`config.mk`:
```
export PLATFORM = sky130hd
export DESIGN_NAME = weight_preloader_flat
export DESIGN_NICKNAME = d
export VERILOG_FILES = /design/src/rtl/weight_preloader_pkg.sv /design/src/rtl/weight_preloader_if.sv /design/src/rtl/weight_preloader_rc_counter.sv /design/src/rtl/weight_preloader.sv /design/src/flat_wrapper.sv
export SDC_FILE = /design/constraint.sdc
export NUM_CORES = 1
export LEC_CHECK = 0
export CORE_AREA = 2 2 267 269
export CTS_CLUSTER_DIAMETER = 80
export DETAILED_ROUTE_END_ITERATION = 16
export DIE_AREA = 0 0 269 271
export GPL_TIMING_DRIVEN = 0
export PLACE_DENSITY = 0.51
export SKIP_CTS_REPAIR_TIMING = 1
export SLEW_MARGIN = 0
export SYNTH_ARGS = -nofsm -noshare
export SYNTH_HDL_FRONTEND = slang
export SYNTH_HIERARCHICAL = 1
export SYNTH_SLANG_ARGS = --single-unit
export TNS_END_PERCENT = 20
```
`constraint.sdc`:
```
create_clock -name clk -period 2.13 [get_ports clk]
set_input_delay 0.426 -clock clk [delete_from_list [all_inputs] [get_ports clk]]
set_output_delay 0.426 -clock clk [all_outputs]
set_load 0.03 [all_outputs]
```
`src/rtl/weight_preloader_pkg.sv`:
```
// rtl/weight_preloader_pkg.sv - shared state encoding and address widths for the weight preloader
package weight_preloader_pkg;

  localparam int ROW_W_DEF = 7;
  localparam int COL_W_DEF = 7;
  localparam int ADDR_W    = ROW_W_DEF + COL_W_DEF;

  typedef enum logic [2:0] {
    ST_IDLE,
    ST_LOAD,
    ST_FIRE,
    ST_DRAIN,
    ST_DONE
  } state_e;

endpackage

```
`src/rtl/weight_preloader_if.sv`:
```
// rtl/weight_preloader_if.sv - weight stream in and mesh preload port out
interface weight_preloader_if #(
  parameter int DW = 8,
  parameter int AW = weight_preloader_pkg::ADDR_W
);

  logic                 s_valid;
  logic                 s_ready;
  logic signed [DW-1:0] s_data;
  logic                 preload_valid;
  logic [AW-1:0]        preload_addr;
  logic signed [DW-1:0] preload_data;

  modport master (
    output s_valid, s_data,
    input  s_ready, preload_valid, preload_addr, preload_data
  );

  modport slave (
    input  s_valid, s_data,
    output s_ready, preload_valid, preload_addr, preload_data
  );

endinterface

```
`src/rtl/weight_preloader_rc_counter.sv`:
```
// rtl/weight_preloader_rc_counter.sv - row-major row/column index counter with wrap
module rc_counter #(
  parameter int ROWS  = 40,
  parameter int COLS  = 40,
  parameter int ROW_W = 7,
  parameter int COL_W = 7
) (
  input  logic             clk,
  input  logic             rst_n,
  input  logic             clr,
  input  logic             inc,
  output logic [ROW_W-1:0] row,
  output logic [COL_W-1:0] col,
  output logic             last
);

  logic [ROW_W-1:0] row_q, row_d;
  logic [COL_W-1:0] col_q, col_d;

  always_comb begin
    row_d = row_q;
    col_d = col_q;
    if (clr) begin
      row_d = '0;
      col_d = '0;
    end else if (inc) begin
      if (col_q == COL_W'(COLS - 1)) begin
        col_d = '0;
        // Wrapping the row too keeps indices in range after the final beat.
        row_d = (row_q == ROW_W'(ROWS - 1)) ? '0 : row_q + 1'b1;
      end else begin
        col_d = col_q + 1'b1;
      end
    end
  end

  always_ff @(posedge clk or negedge rst_n) begin
    if (!rst_n) begin
      row_q <= '0;
      col_q <= '0;
    end else begin
      row_q <= row_d;
      col_q <= col_d;
    end
  end

  assign row  = row_q;
  assign col  = col_q;
  assign last = (row_q == ROW_W'(ROWS - 1)) && (col_q == COL_W'(COLS - 1));

endmodule

```
`src/rtl/weight_preloader.sv`:
```
// rtl/weight_preloader.sv - streams a row-major weight matrix into a mesh, then kicks and drains it
module weight_preloader
  import weight_preloader_pkg::*;
#(
  parameter int DW        = 8,
  parameter int ROWS      = 40,
  parameter int COLS      = 40,
  parameter int ROW_W     = ROW_W_DEF,
  parameter int COL_W     = COL_W_DEF,
  parameter int DRAIN_CYC = ROWS + COLS + 5
) (
  input  logic                 clk,
  input  logic                 rst_n,
  input  logic                 go,
  input  logic [COLS*DW-1:0]   x_in,
  weight_preloader_if.slave    s_if,
  output logic                 start,
  output logic [COLS*DW-1:0]   x_vector_flat,
  output logic                 busy,
  output logic                 done
);

  localparam int CNT_W = $clog2(DRAIN_CYC + 1);
  localparam logic [CNT_W-1:0] CNT_LAST = CNT_W'(DRAIN_CYC - 1);

  state_e                     state_q, state_d;
  logic                       pv_q, pv_d;
  logic [ROW_W+COL_W-1:0]     pa_q, pa_d;
  logic signed [DW-1:0]       pd_q, pd_d;
  logic                       start_q, start_d;
  logic                       done_q, done_d;
  logic [COLS*DW-1:0]         x_q, x_d;
  logic [CNT_W-1:0]           cnt_q, cnt_d;
  logic                       rc_clr, rc_inc, rc_last;
  logic [ROW_W-1:0]           row;
  logic [COL_W-1:0]           col;
  logic                       accept;

  rc_counter #(
    .ROWS  (ROWS),
    .COLS  (COLS),
    .ROW_W (ROW_W),
    .COL_W (COL_W)
  ) u_rc (
    .clk   (clk),
    .rst_n (rst_n),
    .clr   (rc_clr),
    .inc   (rc_inc),
    .row   (row),
    .col   (col),
    .last  (rc_last)
  );

  assign accept = (state_q == ST_LOAD) && s_if.s_valid;

  always_comb begin
    state_d = state_q;
    pv_d    = 1'b0;
    pa_d    = pa_q;
    pd_d    = pd_q;
    start_d = 1'b0;
    done_d  = 1'b0;
    x_d     = x_q;
    cnt_d   = cnt_q;
    rc_clr  = 1'b0;
    rc_inc  = 1'b0;
    case (state_q)
      ST_IDLE: begin
        if (go) begin
          x_d     = x_in;
          rc_clr  = 1'b1;
          state_d = ST_LOAD;
        end
      end
      ST_LOAD: begin
        if (accept) begin
          pv_d   = 1'b1;
          pa_d   = {row, col};
          pd_d   = s_if.s_data;
          rc_inc = 1'b1;
          if (rc_last) state_d = ST_FIRE;
        end
      end
      ST_FIRE: begin
        start_d = 1'b1;
        cnt_d   = '0;
        state_d = ST_DRAIN;
      end
      ST_DRAIN: begin
        // The start cycle is drain cycle 0, so DONE lands DRAIN_CYC cycles after start.
        if (cnt_q == CNT_LAST) begin
          done_d  = 1'b1;
          cnt_d   = '0;
          state_d = ST_DONE;
        end else begin
          cnt_d = cnt_q + 1'b1;
        end
      end
      ST_DONE: begin
        state_d = ST_IDLE;
      end
      default: begin
        state_d = ST_IDLE;
      end
    endcase
  end

  always_ff @(posedge clk or negedge rst_n) begin
    if (!rst_n) begin
      state_q <= ST_IDLE;
      pv_q    <= 1'b0;
      pa_q    <= '0;
      pd_q    <= '0;
      start_q <= 1'b0;
      done_q  <= 1'b0;
      x_q     <= '0;
      cnt_q   <= '0;
    end else begin
      state_q <= state_d;
      pv_q    <= pv_d;
      pa_q    <= pa_d;
      pd_q    <= pd_d;
      start_q <= start_d;
      done_q  <= done_d;
      x_q     <= x_d;
      cnt_q   <= cnt_d;
    end
  end

  assign s_if.s_ready       = (state_q == ST_LOAD);
  assign s_if.preload_valid = pv_q;
  assign s_if.preload_addr  = pa_q;
  assign s_if.preload_data  = pd_q;
  assign start              = start_q;
  assign done               = done_q;
  assign busy               = (state_q != ST_IDLE);
  assign x_vector_flat      = x_q;

endmodule

```
`src/flat_wrapper.sv`:
```
// flat-port wrapper written by rule: the top's interface ports become plain ports
module weight_preloader_flat import weight_preloader_pkg::*;
#(
  parameter int DW        = 8,
  parameter int ROWS      = 40,
  parameter int COLS      = 40,
  parameter int ROW_W     = ROW_W_DEF,
  parameter int COL_W     = COL_W_DEF,
  parameter int DRAIN_CYC = ROWS + COLS + 5
)
  (clk, rst_n, go, x_in, start, x_vector_flat, busy, done, s_if_s_valid, s_if_s_data, s_if_s_ready, s_if_preload_valid, s_if_preload_addr, s_if_preload_data);
  weight_preloader_if #(.DW(DW), .AW((14))) s_if_i ();
  input  logic clk;
  input  logic rst_n;
  input  logic go;
  input  logic [COLS*DW-1:0] x_in;
  output logic start;
  output logic [COLS*DW-1:0] x_vector_flat;
  output logic busy;
  output logic done;
  input wire logic [$bits(s_if_i.s_valid)-1:0] s_if_s_valid;
  input wire logic [$bits(s_if_i.s_data)-1:0] s_if_s_data;
  output wire logic [$bits(s_if_i.s_ready)-1:0] s_if_s_ready;
  output wire logic [$bits(s_if_i.preload_valid)-1:0] s_if_preload_valid;
  output wire logic [$bits(s_if_i.preload_addr)-1:0] s_if_preload_addr;
  output wire logic [$bits(s_if_i.preload_data)-1:0] s_if_preload_data;
  assign s_if_i.s_valid = s_if_s_valid;
  assign s_if_i.s_data = s_if_s_data;
  assign s_if_s_ready = s_if_i.s_ready;
  assign s_if_preload_valid = s_if_i.preload_valid;
  assign s_if_preload_addr = s_if_i.preload_addr;
  assign s_if_preload_data = s_if_i.preload_data;
  weight_preloader #(.DW(DW), .ROWS(ROWS), .COLS(COLS), .ROW_W(ROW_W), .COL_W(COL_W), .DRAIN_CYC(DRAIN_CYC)) u_core (.clk(clk), .rst_n(rst_n), .go(go), .x_in(x_in), .s_if(s_if_i), .start(start), .x_vector_flat(x_vector_flat), .busy(busy), .done(done));
endmodule
```
==> results.json <==
{
  "power.density_nw_per_um2": 641,
  "reg2reg_depth": 9,
  "end_kind": "output port",
  "fmax_ghz": 0.485,
  "cts.sinks": 369,
  "seq_area_frac_synth_pct": 59.4,
  "cp_num_buf_inv": 1,
  "grt_pass1_wl_um": 75600,
  "setup_violations": 0,
  "grt.busiest_layer": "met2",
  "core_um2": 69800,
  "met1_usage_pct": 15.2,
  "relSlewSlack_pct": 54.4,
  "r2r_end": "u_core/u_rc/row[5]$_DFFE_PN0P_",
  "hold_class": "input pin to asynchronous set/reset pin",
  "detail-route-antenna-nets": 0,
  "critical-path-top-delay-family": "buffers and inverters",
  "synth-seq-cells": 369,
  "avgSynthCellArea_um2": 18.0,
  "multiInputGateArea_um2": 5660,
  "ys_warn_count": 6,
  "grt_max_degree": 99,
  "ys.flop_type": "dfrtp_1",
  "final_util_pct": 36.5,
  "grt_remaining_overflow": 0,
  "final_nets": 1934,
  "dieArea_um2": 72900,
  "crit_path_start_kind": "register",
  "min_period_over_period_pct": 96.8,
  "cp_data_arrival_time_ps": 1640,
  "cts-root-buf": "clkbuf_16",
  "dp.cells": 2486,
  "slowest_delay_ps": 720,
  "hpwl_um": 39700,
  "finalCriticalPeriod_ps": 2060,
  "areaGrowthSynthToFinish_pct": 64.0,
  "cts_buffer_depth": 3,
  "clock_latency_ps": 560,
  "synthArstFlopShare_pct": 100,
  "maxCapViolations": 0,
  "antenna_found_initial": 11,
  "die_h_um": 271,
  "cts_tree": "built",
  "grt_pass1_vias": 11100,
  "final_common_cell": "clkdlybuf4s50_1",
  "hold_viol_final": 0,
  "clkSlewWorstSetupHoldPaths_ps": 60,
  "num_io_pins": 679,
  "gp_congestion": 0.782,
  "fin_skew_ps": 12.1,
  "drc": 0,
  "synth-edff-count": 0,
  "totalWireLength_um": 52600,
  "instances_no_fill": 2584,
  "worstReg2RegStart": "u_core/state_q[1]$_DFFE_PN0P_",
  "grtUsageMet3_pct": 4.72,
  "status": "finished, final reports clean",
  "place_area_um2": 23600,
  "wl_per_cell_um": 20.3,
  "fin_tns_setup_ps": 0,
  "cts_buffers": 48,
  "portBuffers": 678,
  "drtIter0Drc": 353,
  "worstSetupPathType": "register to output port",
  "finalPower_w": 0.0163,
  "synth_area_um2": 15500,
  "rows": 97,
  "drive_gt1_share_pct": 29.3,
  "tightestPinTransition_ps": 683,
  "ff2ff_setup_slack_ps": 130,
  "cp_slowest_cell": "clkdlybuf4s50_1",
  "num-fill-cells": 6683,
  "via_count": 10200,
  "synth_fp_nets": 1201,
  "gr-usage-met2_pct": 24.9,
  "cp.required_ps": 1700,
  "post-route-cell-area_um2": 25500,
  "drt_first_pass_iters": 4,
  "max-vdd-ir-drop_mv": 0.536,
  "cp_max_fo": 2,
  "leakage_nw": 12.0,
  "register_area_um2": 9240,
  "grt_usage_pct": 13.9,
  "ys_types": 49,
  "postSynthCellCount": 865,
  "cp_cell_sequence": "clkdlybuf4s50_1",
  "fp.dieW_um": 269,
  "cp-startpoint": "u_core/x_vector_flat[249]$_DFFE_PN0P_",
  "vias_per_cell": 3.93,
  "start_util_pct": 22.3,
  "maxSlewViolCount": 0,
  "h-tree-depth": 2,
  "layout_common_cells": "clkdlybuf4s50_1, dfrtp_1, mux2_4"
}
power by group:
part,switching [W],internal (W)
sequential,0,0.00701
combinational,0.000244,0.000561
clock,0.00320,0.00531
per-layer routing:
metal  part of all wire [%]  vias up
met3                    8.3       79
li1                       -     4555
met1                     37     5105
met5                  0.040        -
met2                     52      408
met4                    2.2        4
flip-flops by register name (all words and copies together), names as in the netlist:
name and cells:
u_core/cnt_q 7, u_core/start 1, u_core/u_rc/col 7, u_core/u_rc/row 7, u_core/done 1, u_core/state_q 3
u_core/s_if.preload_valid 1, u_core/x_vector_flat 320, u_core/s_if.preload_data 8, u_core/s_if.preload_addr 14
layout make-up:
type | instances | area share (%)
antenna | 8 | 0.0786
buffer | 42 | 2.69
clock buffer | 70 | 5.51
clock inverter | 18 | 1.04
inverter | 6 | 0.0884
multi-input combinational | 448 | 22.2
sequential | 369 | 36.2
tap | 940 | 4.62
timing repair buffer | 683 | 27.5
cells in the mapped netlist, types with 3 or more instances:
| cell type | number | share of area [%] |
|---|---|---|
| a21oi_1 | 6 | 0.19 |
| and3_1 | 6 | 0.24 |
| buf_12 | 22 | 2.8 |
| buf_2 | 6 | 0.19 |
| buf_8 | 10 | 0.97 |
| dfrtp_1 | 369 | 59 |
| ha_1 | 4 | 0.32 |
| inv_1 | 5 | 0.12 |
| mux2_2 | 53 | 3.8 |
| mux2_4 | 289 | 28 |
| nand2_1 | 11 | 0.27 |
| nand2b_1 | 4 | 0.16 |
| nand3_1 | 13 | 0.42 |
| nand4_1 | 3 | 0.12 |
| nor2_1 | 13 | 0.31 |
| o21ai_0 | 9 | 0.29 |
| xor2_1 | 5 | 0.28 |
how the worst max path moves through the flow:
stage,to,slack (ps),depth (start not counted)
6_report,x_vector_flat[249],70,1
5_1_grt,u_core/u_rc/row[5]$_DFFE_PN0P_,-3,9
4_1_cts,s_if_s_ready,-360,4
3_5_place_dp,u_core/u_rc/row[4]$_DFFE_PN0P_,-600,9
3_3_place_gp,u_core/u_rc/row[3]$_DFFE_PN0P_,-16560,1
2_1_floorplan,u_core/u_rc/row[4]$_DFFE_PN0P_,180,9
through the flow:
step / worst slack (ps) / hold slack [ps]
global route: -3.45 / 434
floorplan: 185 / 130
global placement: -16560 / 490
CTS: -357 / -99.6
detailed placement: -595 / 491
finish: 68.2 / 425
kinds of logic (layout without fill, tap and decap cells):
group                    after synthesis  in the layout  share of synthesized area [%]
flip-flops                           369            369                           59.4
multiplexers                         343            343                           31.8
AND/OR/NAND/NOR                       66             66                           2.43
buffers and inverters                 48            819                           4.32
AO/OA/AOI/OAI                         30             30                           1.36
XOR/XNOR                               5              5                          0.282
adder cells (fa/ha/maj)                4              4                          0.322
other                                  0              8                              0
Power figures use the tool's default switching activity.
